==> src/rtl/npu_pkg.sv <==
`default_nettype none
//==============================================================================
// Module   : npu_pkg
// Brief    : Shared definitions for the layer-parameter fetch path: FSM state
//            encoding, descriptor layout, descriptor stride and flag bit order.
// Revision : 1.0 - initial release
//==============================================================================
package npu_pkg;

    // Fetch FSM state encoding
    localparam logic [1:0] c_st_idle = 2'd0;
    localparam logic [1:0] c_st_cmd  = 2'd1;
    localparam logic [1:0] c_st_data = 2'd2;
    localparam logic [1:0] c_st_resp = 2'd3;

    // Descriptor size in 64-bit words and byte stride between descriptors (1 << 5 = 32)
    localparam int c_para_words = 4;
    localparam int c_para_shift = 5;

    // Beat 0 field positions
    localparam int c_in_ch_lsb  = 0;
    localparam int c_out_ch_lsb = 16;
    localparam int c_map_h_lsb  = 32;
    localparam int c_map_w_lsb  = 48;

    // Beat 1 field positions
    localparam int c_kernel_lsb = 0;
    localparam int c_stride_lsb = 4;
    localparam int c_pad_lsb    = 8;
    localparam int c_flags_lsb  = 12;
    localparam int c_wt_off_lsb = 32;

    // Beat 2 field positions (upper word reserved)
    localparam int c_bn_off_lsb = 0;

    // Flag bit order inside the 4-bit flags field: {bn_en, map_sel, pool, relu}
    localparam int c_flag_relu    = 0;
    localparam int c_flag_pool    = 1;
    localparam int c_flag_map_sel = 2;
    localparam int c_flag_bn_en   = 3;

    // Decoded descriptor
    typedef struct packed {
        logic [15:0] in_ch;
        logic [15:0] out_ch;
        logic [15:0] map_h;
        logic [15:0] map_w;
        logic [3:0]  kernel;
        logic [3:0]  stride;
        logic [3:0]  pad;
        logic [3:0]  flags;
        logic [31:0] wt_off;
        logic [31:0] bn_off;
    } npu_para_t;

endpackage
`default_nettype wire

==> src/rtl/npu_para_unpack.sv <==
`default_nettype none
//==============================================================================
// Module   : npu_para_unpack
// Brief    : Registered per-beat extraction of descriptor fields. When
//            NPU_PARA_CSUM_EN is defined it also keeps a running XOR of beats
//            0..2 and compares it against beat 3.
// Revision : 1.0 - initial release
//==============================================================================
module npu_para_unpack
    import npu_pkg::*;
#(
    parameter int DW = 64
) (
    input  logic          clk,
    input  logic          rst,
    input  logic          clr,         // start of a new transaction
    input  logic          beat_valid,  // accepted beat while fetching
    input  logic [1:0]    beat_idx,
    input  logic [DW-1:0] beat_data,
    output npu_para_t     para,
    output logic          csum_bad
);

    npu_para_t r_para;

    // Capture the fields carried by each beat; cleared at every new request
    always_ff @(posedge clk) begin
        if (rst || clr) begin
            r_para <= '0;
        end else if (beat_valid) begin
            case (beat_idx)
                2'd0: begin
                    r_para.in_ch  <= beat_data[c_in_ch_lsb  +: 16];
                    r_para.out_ch <= beat_data[c_out_ch_lsb +: 16];
                    r_para.map_h  <= beat_data[c_map_h_lsb  +: 16];
                    r_para.map_w  <= beat_data[c_map_w_lsb  +: 16];
                end
                2'd1: begin
                    r_para.kernel <= beat_data[c_kernel_lsb +: 4];
                    r_para.stride <= beat_data[c_stride_lsb +: 4];
                    r_para.pad    <= beat_data[c_pad_lsb    +: 4];
                    r_para.flags[c_flag_relu]    <= beat_data[c_flags_lsb + c_flag_relu];
                    r_para.flags[c_flag_pool]    <= beat_data[c_flags_lsb + c_flag_pool];
                    r_para.flags[c_flag_map_sel] <= beat_data[c_flags_lsb + c_flag_map_sel];
                    r_para.flags[c_flag_bn_en]   <= beat_data[c_flags_lsb + c_flag_bn_en];
                    r_para.wt_off <= beat_data[c_wt_off_lsb +: 32];
                end
                2'd2: begin
                    r_para.bn_off <= beat_data[c_bn_off_lsb +: 32];
                end
                default: begin
                    // checksum word carries no fields
                end
            endcase
        end
    end

    assign para = r_para;

`ifdef NPU_PARA_CSUM_EN
    logic [DW-1:0] r_xor;
    logic          r_csum_bad;

    // Accumulate beats 0..2, then compare against the checksum word in beat 3
    always_ff @(posedge clk) begin
        if (rst || clr) begin
            r_xor      <= '0;
            r_csum_bad <= 1'b0;
        end else if (beat_valid) begin
            if (beat_idx == 2'd3) begin
                r_csum_bad <= (beat_data != r_xor);
            end else begin
                r_xor <= r_xor ^ beat_data;
            end
        end
    end

    assign csum_bad = r_csum_bad;
`else
    assign csum_bad = 1'b0;
`endif

endmodule
`default_nettype wire

==> src/rtl/npu_layer_para_fetch.sv <==
`default_nettype none
//==============================================================================
// Module   : npu_layer_para_fetch
// Brief    : Services MCU layer-parameter requests: range-checks the index,
//            issues a 4-beat DDR read of the layer descriptor and returns the
//            decoded fields in a single response beat.
//            Optional checksum verification: NPU_PARA_CSUM_EN.
// Revision : 1.0 - initial release
//==============================================================================
module npu_layer_para_fetch
    import npu_pkg::*;
#(
    parameter int DW         = 64,
    parameter int PARA_WORDS = c_para_words,
    parameter int DDR_AW     = 32
) (
    input  logic              clk_trans,
    input  logic              rst,
    input  logic [DDR_AW-1:0] nn_layer_para_saddr,
    input  logic [7:0]        nn_layers_num,
    input  logic              req_valid,
    output logic              req_ready,
    input  logic [7:0]        req_layer_idx,
    output logic              resp_valid,
    input  logic              resp_ready,
    output logic              resp_err,
    output logic [15:0]       resp_in_ch,
    output logic [15:0]       resp_out_ch,
    output logic [15:0]       resp_map_h,
    output logic [15:0]       resp_map_w,
    output logic [3:0]        resp_kernel,
    output logic [3:0]        resp_stride,
    output logic [3:0]        resp_pad,
    output logic [3:0]        resp_flags,
    output logic [31:0]       resp_wt_off,
    output logic [31:0]       resp_bn_off,
    output logic              rd_req_valid,
    input  logic              rd_req_ready,
    output logic [DDR_AW-1:0] rd_addr,
    output logic [7:0]        rd_len,
    input  logic              rd_data_valid,
    input  logic              rd_data_last,
    input  logic [DW-1:0]     rd_data
);

    logic [1:0]        r_state;
    logic [1:0]        w_state_nxt;
    logic [1:0]        r_beat_cnt;
    logic [DDR_AW-1:0] r_rd_addr;
    logic [7:0]        r_rd_len;
    logic              r_err;

    logic              w_req_acc;
    logic              w_idx_bad;
    logic              w_beat_acc;
    logic              w_beat_final;
    logic              w_csum_bad;
    npu_para_t         w_para;

    assign w_req_acc    = (r_state == c_st_idle) && req_valid;
    assign w_idx_bad    = (req_layer_idx >= nn_layers_num);
    assign w_beat_acc   = (r_state == c_st_data) && rd_data_valid;
    assign w_beat_final = (r_beat_cnt == 2'(PARA_WORDS - 1));

    // State register
    always_ff @(posedge clk_trans) begin
        if (rst) begin
            r_state <= c_st_idle;
        end else begin
            r_state <= w_state_nxt;
        end
    end

    // Next-state logic; a short burst ends the fetch as soon as last is seen
    always_comb begin
        w_state_nxt = r_state;
        case (r_state)
            c_st_idle: begin
                if (req_valid) begin
                    w_state_nxt = w_idx_bad ? c_st_resp : c_st_cmd;
                end
            end
            c_st_cmd: begin
                if (rd_req_ready) begin
                    w_state_nxt = c_st_data;
                end
            end
            c_st_data: begin
                if (w_beat_acc && (w_beat_final || rd_data_last)) begin
                    w_state_nxt = c_st_resp;
                end
            end
            default: begin
                if (resp_ready) begin
                    w_state_nxt = c_st_idle;
                end
            end
        endcase
    end

    // Handshake outputs decoded from the registered state
    always_comb begin
        req_ready    = (r_state == c_st_idle);
        rd_req_valid = (r_state == c_st_cmd);
        resp_valid   = (r_state == c_st_resp);
    end

    // Transaction datapath: command address, beat counter and error flag
    always_ff @(posedge clk_trans) begin
        if (rst) begin
            r_rd_addr  <= '0;
            r_rd_len   <= 8'd0;
            r_beat_cnt <= 2'd0;
            r_err      <= 1'b0;
        end else begin
            r_rd_len <= 8'(PARA_WORDS - 1);
            if (w_req_acc) begin
                r_rd_addr  <= nn_layer_para_saddr + (DDR_AW'(req_layer_idx) << c_para_shift);
                r_beat_cnt <= 2'd0;
                r_err      <= w_idx_bad;
            end else if (w_beat_acc) begin
                r_beat_cnt <= r_beat_cnt + 2'd1;
                if (rd_data_last && !w_beat_final) begin
                    r_err <= 1'b1;
                end
            end
        end
    end

    npu_para_unpack #(
        .DW (DW)
    ) u_unpack (
        .clk        (clk_trans),
        .rst        (rst),
        .clr        (w_req_acc),
        .beat_valid (w_beat_acc),
        .beat_idx   (r_beat_cnt),
        .beat_data  (rd_data),
        .para       (w_para),
        .csum_bad   (w_csum_bad)
    );

    assign rd_addr     = r_rd_addr;
    assign rd_len      = r_rd_len;
    assign resp_err    = r_err | w_csum_bad;
    assign resp_in_ch  = w_para.in_ch;
    assign resp_out_ch = w_para.out_ch;
    assign resp_map_h  = w_para.map_h;
    assign resp_map_w  = w_para.map_w;
    assign resp_kernel = w_para.kernel;
    assign resp_stride = w_para.stride;
    assign resp_pad    = w_para.pad;
    assign resp_flags  = w_para.flags;
    assign resp_wt_off = w_para.wt_off;
    assign resp_bn_off = w_para.bn_off;

endmodule
`default_nettype wire
==> config.mk <==
export PLATFORM = sky130hd
export DESIGN_NAME = npu_layer_para_fetch
export DESIGN_NICKNAME = d
export VERILOG_FILES = /design/src/rtl/npu_pkg.sv /design/src/rtl/npu_para_unpack.sv /design/src/rtl/npu_layer_para_fetch.sv
export SDC_FILE = /design/constraint.sdc
export NUM_CORES = 1
export LEC_CHECK = 0
export ABC_CLOCK_PERIOD_IN_PS = 7200
export BUFFER_PORTS_ARGS = -buffer_cell sky130_fd_sc_hd__buf_4
export CAP_MARGIN = 25
export CORE_MARGIN = 1.5
export CORE_UTILIZATION = 30
export CTS_CLUSTER_SIZE = 14
export DETAILED_ROUTE_END_ITERATION = 8
export SLEW_MARGIN = 0
export SYNTH_ARGS = -nofsm -noshare
export SYNTH_HDL_FRONTEND = slang
export SYNTH_HIERARCHICAL = 1
export SYNTH_SLANG_ARGS = --single-unit
==> constraint.sdc <==
create_clock -name clk_trans -period 7.2 [get_ports clk_trans]
set_input_delay 1.08 -clock clk_trans [delete_from_list [all_inputs] [get_ports clk_trans]]
set_output_delay 1.08 -clock clk_trans [all_outputs]
set_load 0.005 [all_outputs]
Word-level counts from Yosys, hierarchy flattened
Cells that the tools add are included.

$lt $le $gt $ge: 1. Bitwise operators: 0. Shift-type cells: 0. Equal/unequal tests: 9. Reductions and logical operators: 18. $mul: 0. Add/subtract/negate cells: 2. Mux-type cells: 10. Div/mod/pow operators: 0.

Operator list (number): 32-bit by 13-bit adder with 32-bit output (1); 2-bit two-way mux (6); 2-bit equality test, second input constant (4); 8-bit greater-or-equal comparator (1); 2-bit AND reduction (4); 2-bit one-hot mux with 3 select lines (1); 2-bit by 1-bit equality test with 1-bit output, second input constant (2); 1-bit logical AND (4); 2-bit logical NOT (2); 2-bit by 1-bit inequality test with 1-bit output, second input constant (2); 4-bit AND reduction (1); 2-bit nonzero test (2); 4-bit nonzero test (1); 1-bit two-way mux (3); 2-bit by 1-bit adder with 2-bit output, second input constant (1); 1-bit logical OR (2); 2-bit inequality test, second input constant (1); 2-bit OR reduction (1); 1-bit logical NOT (1).

Latch bits: 0. Register bits after elaboration: 189. Logic and storage cells: 55. RAM bits: 0. Bits of input ports: 119. Memories kept: 0. ROM bits: 0.

Depth between registers and ports, before layout
Word-level depth: 6. Gate-level depth with buffers: 11. Depth with buffers taken out: 8.

By module
The synthesis kept the hierarchy.

Modules (own cells, without submodules): npu_para_unpack (cells each 566, area an instance 6646.4 um^2, seq. area each 2882.8 um^2, times used 1); npu_layer_para_fetch (cells each 345, area an instance 2693.8 um^2, seq. area each 760.7 um^2, times used 1).

Worst setup path after synthesis
Ideal clock, no wire load.

Kind: input to register. Start: in nn_layer_para_saddr[5]. End: reg r_rd_addr[21], in the netlist rd_addr[21]. Path slack: 4.008 ns. Setup time: 0.074 ns. Arrival time: 3.118 ns. Cell stages on the path: 9. Path through: ha_1 inv_1 fa_1 and2b_4 o2111ai_4 a311o_1 buf_6 or4_1 a31oi_1.

Longest elaborated chain between the ends: 1.

RTL lines: start, declared (line npu_layer_para_fetch.sv:19) `input logic [DDR_AW-1:0] nn_layer_para_saddr,`; 32-bit by 13-bit adder with 32-bit output (line npu_layer_para_fetch.sv:118) `r_rd_addr <= nn_layer_para_saddr + (DDR_AW'(req_layer_idx) << c_para_shift);`; end signal, assigned (line npu_layer_para_fetch.sv:118); end, declared (line npu_layer_para_fetch.sv:49) `logic [DDR_AW-1:0] r_rd_addr;`.

Every way passes these cells. A chain may end at the register's enable or synchronous reset.

Final worst setup path
Start: in nn_layer_para_saddr[5]. End: reg r_rd_addr[25], in the netlist rd_addr[25].

Same word-level chain as after synthesis.

==> flow_summary.html <==
<table>
<tr><th>Metric</th><th>Value</th></tr>
<tr><th colspan="2">Routing</th></tr>
<tr><td>DRT Wirelength</td><td>approximately 28 mm</td></tr>
<tr><td>Antenna-violating nets left</td><td>0</td></tr>
<tr><td>Iteration-0 DRC Markers</td><td>420</td></tr>
<tr><td>Number of vias per cell</td><td>4.988</td></tr>
<tr><td>Post-detailed-route wirelength per cell</td><td>17.77 um</td></tr>
<tr><td>Total number of vias</td><td>roughly 7800</td></tr>
<tr><td># DRC</td><td>0</td></tr>
<tr><td>Router iterations before antenna repair</td><td>6</td></tr>
<tr><th colspan="2">Cells and area</th></tr>
<tr><td>Area growth, synth to finish</td><td>30.61%</td></tr>
<tr><td>Fraction of final layout cells sized beyond drive strength 1</td><td>33.59%</td></tr>
<tr><td>N_diodes</td><td>0</td></tr>
<tr><td>Number of standard cells in the final layout excluding fillers</td><td>1563</td></tr>
<tr><td>Commonest cells after routing, fill and taps aside</td><td>sky130_fd_sc_hd__buf_4 (307), sky130_fd_sc_hd__dfxtp_1 (182), sky130_fd_sc_hd__or3b_1 (163), sky130_fd_sc_hd__mux2i_1 (145), sky130_fd_sc_hd__or3b_2 (46)</td></tr>
<tr><td>Final nets</td><td>1295</td></tr>
<tr><td>Most common cell after layout, fill and taps aside</td><td>sky130_fd_sc_hd__buf_4</td></tr>
<tr><th colspan="2">Die</th></tr>
<tr><td>Number of rows in the core area</td><td>between 60 and 70</td></tr>
<tr><td>Effective utilization at floorplan</td><td>30.53%</td></tr>
<tr><td>DIE WIDTH</td><td>179.5 um</td></tr>
<tr><td>Number of top-level pins</td><td>307</td></tr>
<tr><td>Die outline height</td><td>roughly 180 um</td></tr>
<tr><td>Die ar.</td><td>32200 um2</td></tr>
<tr><td>Placeable core region</td><td>~31000 um2</td></tr>
<tr><th colspan="2">Synthesis</th></tr>
<tr><td>Sequential area share after synthesis</td><td>about two fifths</td></tr>
<tr><td>Number of distinct library cells after synthesis</td><td>62</td></tr>
<tr><td>Post-synthesis share of cell area spent on full adders, half adders and majority gates</td><td>3.027%</td></tr>
<tr><td>Post-synthesis compound-gate area fraction</td><td>7.676%</td></tr>
<tr><td>Post-synthesis sequential element count</td><td>182</td></tr>
<tr><td>Post-synthesis simple-gate area fraction</td><td>27.07%</td></tr>
<tr><td>Cell area after technology mapping</td><td>9340 um2</td></tr>
<tr><td>Most used flip-flop cell after synthesis</td><td>sky130_fd_sc_hd__dfxtp_1</td></tr>
<tr><td>Yosys synthesis warning count</td><td>6</td></tr>
<tr><td>Dominant combinational cell family by area after synthesis</td><td>simple AND/OR/NAND/NOR gates</td></tr>
<tr><td>Xor and xnor area share after synthesis</td><td>less than 1%</td></tr>
<tr><td>FFs w/ async S/R, synth</td><td>0%</td></tr>
<tr><td>Share of cell area taken by muxes after synthesis</td><td>approximately 16%</td></tr>
<tr><td>Count of flip-flops with a built-in enable after synthesis</td><td>0</td></tr>
<tr><td>Synthesized instance count</td><td>911</td></tr>
<tr><td>Post-Syn Area per Cell</td><td>10.25 um2</td></tr>
<tr><th colspan="2">Clocking</th></tr>
<tr><td>CTS tree</td><td>yes</td></tr>
<tr><td>Total setup buffers inserted after CTS</td><td>0</td></tr>
<tr><td>Num CTS Buffers</td><td>17</td></tr>
<tr><td>Latest clock arrival within the worst-skew pair</td><td>0.44 ns</td></tr>
<tr><td>CTS H-tree depth</td><td>4</td></tr>
<tr><td>Total of cells resized after clock tree synthesis</td><td>0</td></tr>
<tr><td>Clk buf depth</td><td>2</td></tr>
<tr><td>Cell at the root of the clock tree</td><td>sky130_fd_sc_hd__clkbuf_16</td></tr>
<tr><td>Clock Pin Slew Worst Setup and Hold Paths</td><td>0.08 ns</td></tr>
<tr><td>Number of hold-repair buffers added at the cts stage</td><td>0</td></tr>
<tr><td>Total number of clock tree sinks</td><td>between 150 and 200</td></tr>
<tr><th colspan="2">Worst hold path</th></tr>
<tr><td>Path category of the worst min-delay check</td><td>reg -&gt; reg</td></tr>
<tr><th colspan="2">Timing</th></tr>
<tr><td>Slew @ Worst Pin</td><td>0.9109 ns</td></tr>
<tr><td>Max-slew headroom at the worst pin</td><td>39.27%</td></tr>
<tr><td>Worst-case setup margin in the final layout</td><td>4.113 ns</td></tr>
<tr><td>Number of endpoints failing setup at the final stage</td><td>0</td></tr>
<tr><td>Period minus WS final</td><td>3.087 ns</td></tr>
<tr><td>Final Hold Viols</td><td>0</td></tr>
<tr><td>Clk_skew</td><td>0.01316 ns</td></tr>
<tr><td>Aggregate negative setup slack</td><td>0 ns</td></tr>
<tr><td>Setup repair after global routing missed its margin</td><td>false</td></tr>
<tr><td>Post-route clock period utilization</td><td>a little over two fifths</td></tr>
<tr><td>Achievable clock frequency</td><td>324.0 MHz</td></tr>
<tr><td>Final Slew Violations</td><td>0</td></tr>
<tr><th colspan="2">Critical path</th></tr>
<tr><td>Kind of end point of the critical path</td><td>register</td></tr>
<tr><td>Reg-to-reg slack, setup</td><td>4.35 ns</td></tr>
<tr><td>Endpoint arrival time on the critical path</td><td>about 3.5 ns</td></tr>
<tr><td>Kind of launch point of the worst setup path</td><td>primary input</td></tr>
<tr><td>Worst Setup Path Type</td><td>in -&gt; reg</td></tr>
<tr><td>Highest net fanout along the worst path</td><td>14</td></tr>
<tr><td>Worst path required time</td><td>7.57 ns</td></tr>
<tr><th colspan="2">Global route</th></tr>
<tr><td>Maximum number of pins on one net before global-route repair</td><td>137</td></tr>
<tr><td>Total routing resource utilization after global routing</td><td>16.83%</td></tr>
<tr><td>Number of antenna violations at the first check in global routing</td><td>0</td></tr>
<tr><td>GRT overflow</td><td>0</td></tr>
<tr><td>Global-route wire length before repair</td><td>43.75 mm</td></tr>
<tr><td>Number of global-route vias before repair</td><td>7648</td></tr>
<tr><th colspan="2">Power and ir drop</th></tr>
<tr><td>Leak</td><td>roughly 5.4 nW</td></tr>
<tr><td>Total design power</td><td>2.791 mW</td></tr>
<tr><td>Power density over the cells</td><td>~230 nW/um2</td></tr>
<tr><td>Worst IR drop on VDD</td><td>0.1676 mV</td></tr>
<tr><th colspan="2">Placed design</th></tr>
<tr><td>Quantity of I/O buffers inserted on ports</td><td>300</td></tr>
<tr><td>Placement-stage worst setup slack</td><td>3.655 ns</td></tr>
<tr><td>Final weighted congestion in routability-driven placement</td><td>around 0.85</td></tr>
<tr><td>Number of placed cells counting well taps</td><td>1531</td></tr>
<tr><td>Sum of net half-perimeters after detailed placement</td><td>~19 mm</td></tr>
<tr><th colspan="2">Run</th></tr>
<tr><td>Total of max-cap violations</td><td>0</td></tr>
<tr><th colspan="2">Run status</th></tr>
<tr><td>Result of the run</td><td>complete, no violations</td></tr>
</table>
[critical path, cell delays in order]
cell and delay, ns:
sky130_fd_sc_hd__buf_4 0.08, sky130_fd_sc_hd__ha_1 0.15, sky130_fd_sc_hd__inv_1 0.06, sky130_fd_sc_hd__fa_1 0.37, sky130_fd_sc_hd__and2b_4 0.29, sky130_fd_sc_hd__o2111ai_4 0.15, sky130_fd_sc_hd__a311o_1 0.57, sky130_fd_sc_hd__or4_1 0.53
sky130_fd_sc_hd__a31oi_1 0.17
[power breakdown]
group	internal [mW]	leakage, nW	switching, mW
clock network	0.521	0.275	0.455
registers	1.07	1.47	0.0367
logic	0.290	3.63	0.420
total	1.88	5.38	0.911
[stage by stage]
stage	hold slack [ns]	util, %	cell area, um2
after floorplan	0.4482	-	9359
after global placement	0.4388	37.90	11590
after detailed placement	0.4473	37.90	11590
after CTS	0.4634	39.88	12200
after global routing	0.4761	39.88	12200
final	0.4601	39.88	12200
[flip-flops by register name, indices dropped and copies added, names as in the netlist]
signal,flops
u_unpack/para,144
rd_len,1
rd_addr,32
r_err,1
r_state,2
r_beat_cnt,2
[synth_stat cells, types with 4 or more instances]
library cell / number / area share (%)
sky130_fd_sc_hd__dfxtp_1: 182 / 39
sky130_fd_sc_hd__or3b_1: 163 / 15
sky130_fd_sc_hd__mux2i_1: 145 / 16
sky130_fd_sc_hd__or3b_2: 46 / 4.3
sky130_fd_sc_hd__clkbuf_1: 28 / 1.1
sky130_fd_sc_hd__nand2_1: 28 / 1.1
sky130_fd_sc_hd__a21oi_1: 22 / 1.2
sky130_fd_sc_hd__buf_6: 22 / 2.7
sky130_fd_sc_hd__buf_2: 21 / 1.1
sky130_fd_sc_hd__ha_1: 21 / 2.8
sky130_fd_sc_hd__o21ai_0: 21 / 1.1
sky130_fd_sc_hd__inv_1: 20 / 0.80
sky130_fd_sc_hd__nor3_1: 17 / 0.91
sky130_fd_sc_hd__nor2_1: 14 / 0.56
sky130_fd_sc_hd__nand3_1: 13 / 0.70
sky130_fd_sc_hd__a31oi_1: 11 / 0.74
sky130_fd_sc_hd__nand4_1: 11 / 0.74
sky130_fd_sc_hd__a211oi_1: 10 / 0.80
sky130_fd_sc_hd__buf_4: 10 / 0.80
sky130_fd_sc_hd__and3_1: 9 / 0.60
sky130_fd_sc_hd__a21o_1: 8 / 0.64
sky130_fd_sc_hd__nor4_1: 7 / 0.47
sky130_fd_sc_hd__clkbuf_2: 6 / 0.32
sky130_fd_sc_hd__or4_1: 6 / 0.48
sky130_fd_sc_hd__o211ai_1: 5 / 0.40
sky130_fd_sc_hd__o31ai_1: 5 / 0.40
sky130_fd_sc_hd__or3_1: 5 / 0.33
sky130_fd_sc_hd__and4_1: 4 / 0.38
sky130_fd_sc_hd__xnor2_1: 4 / 0.38
[cell type report]
class                      instances  area [um2]
timing repair buffer             308        2316
inverter                          21       83.83
sequential                       182        3643
fill                            3077       18390
tap                              396       495.5
clock buffer                      17       425.4
multi-input combinational        624        5055
clock inverter                    15       180.2
[kinds of logic (layout without fill, tap and decap cells)]
logic type	Yosys count	count (layout)
DFF	182	182
other	2	7
xor gates and xnor gates	5	5
muxes	145	145
adders and majority gates	22	22
AOI/OAI and AO/OA	107	107
buffers and inverters	110	361
and+or+nand+nor	338	338
[metal layers]
layer	wire, um	global-route usage (%)
met1	13130	22.94
met3	1928	5.146
met2	12290	25.77
met4	421	4.267
met5	0	0
[worst paths after layout]
kind	cells past startpoint	to	start
hold reg to reg	2	rd_addr[8]$_SDFFE_PP0P_	rd_addr[8]$_SDFFE_PP0P_
setup / recovery	9	rd_addr[25]$_SDFFE_PP0P_	nn_layer_para_saddr[5]
setup reg to reg	8	u_unpack/para[77]$_SDFFE_PP0P_	r_state[0]$_SDFFE_PP0P_
hold / removal	2	rd_addr[8]$_SDFFE_PP0P_	rd_addr[8]$_SDFFE_PP0P_
Note: power is estimated with default switching activity, not from simulation.
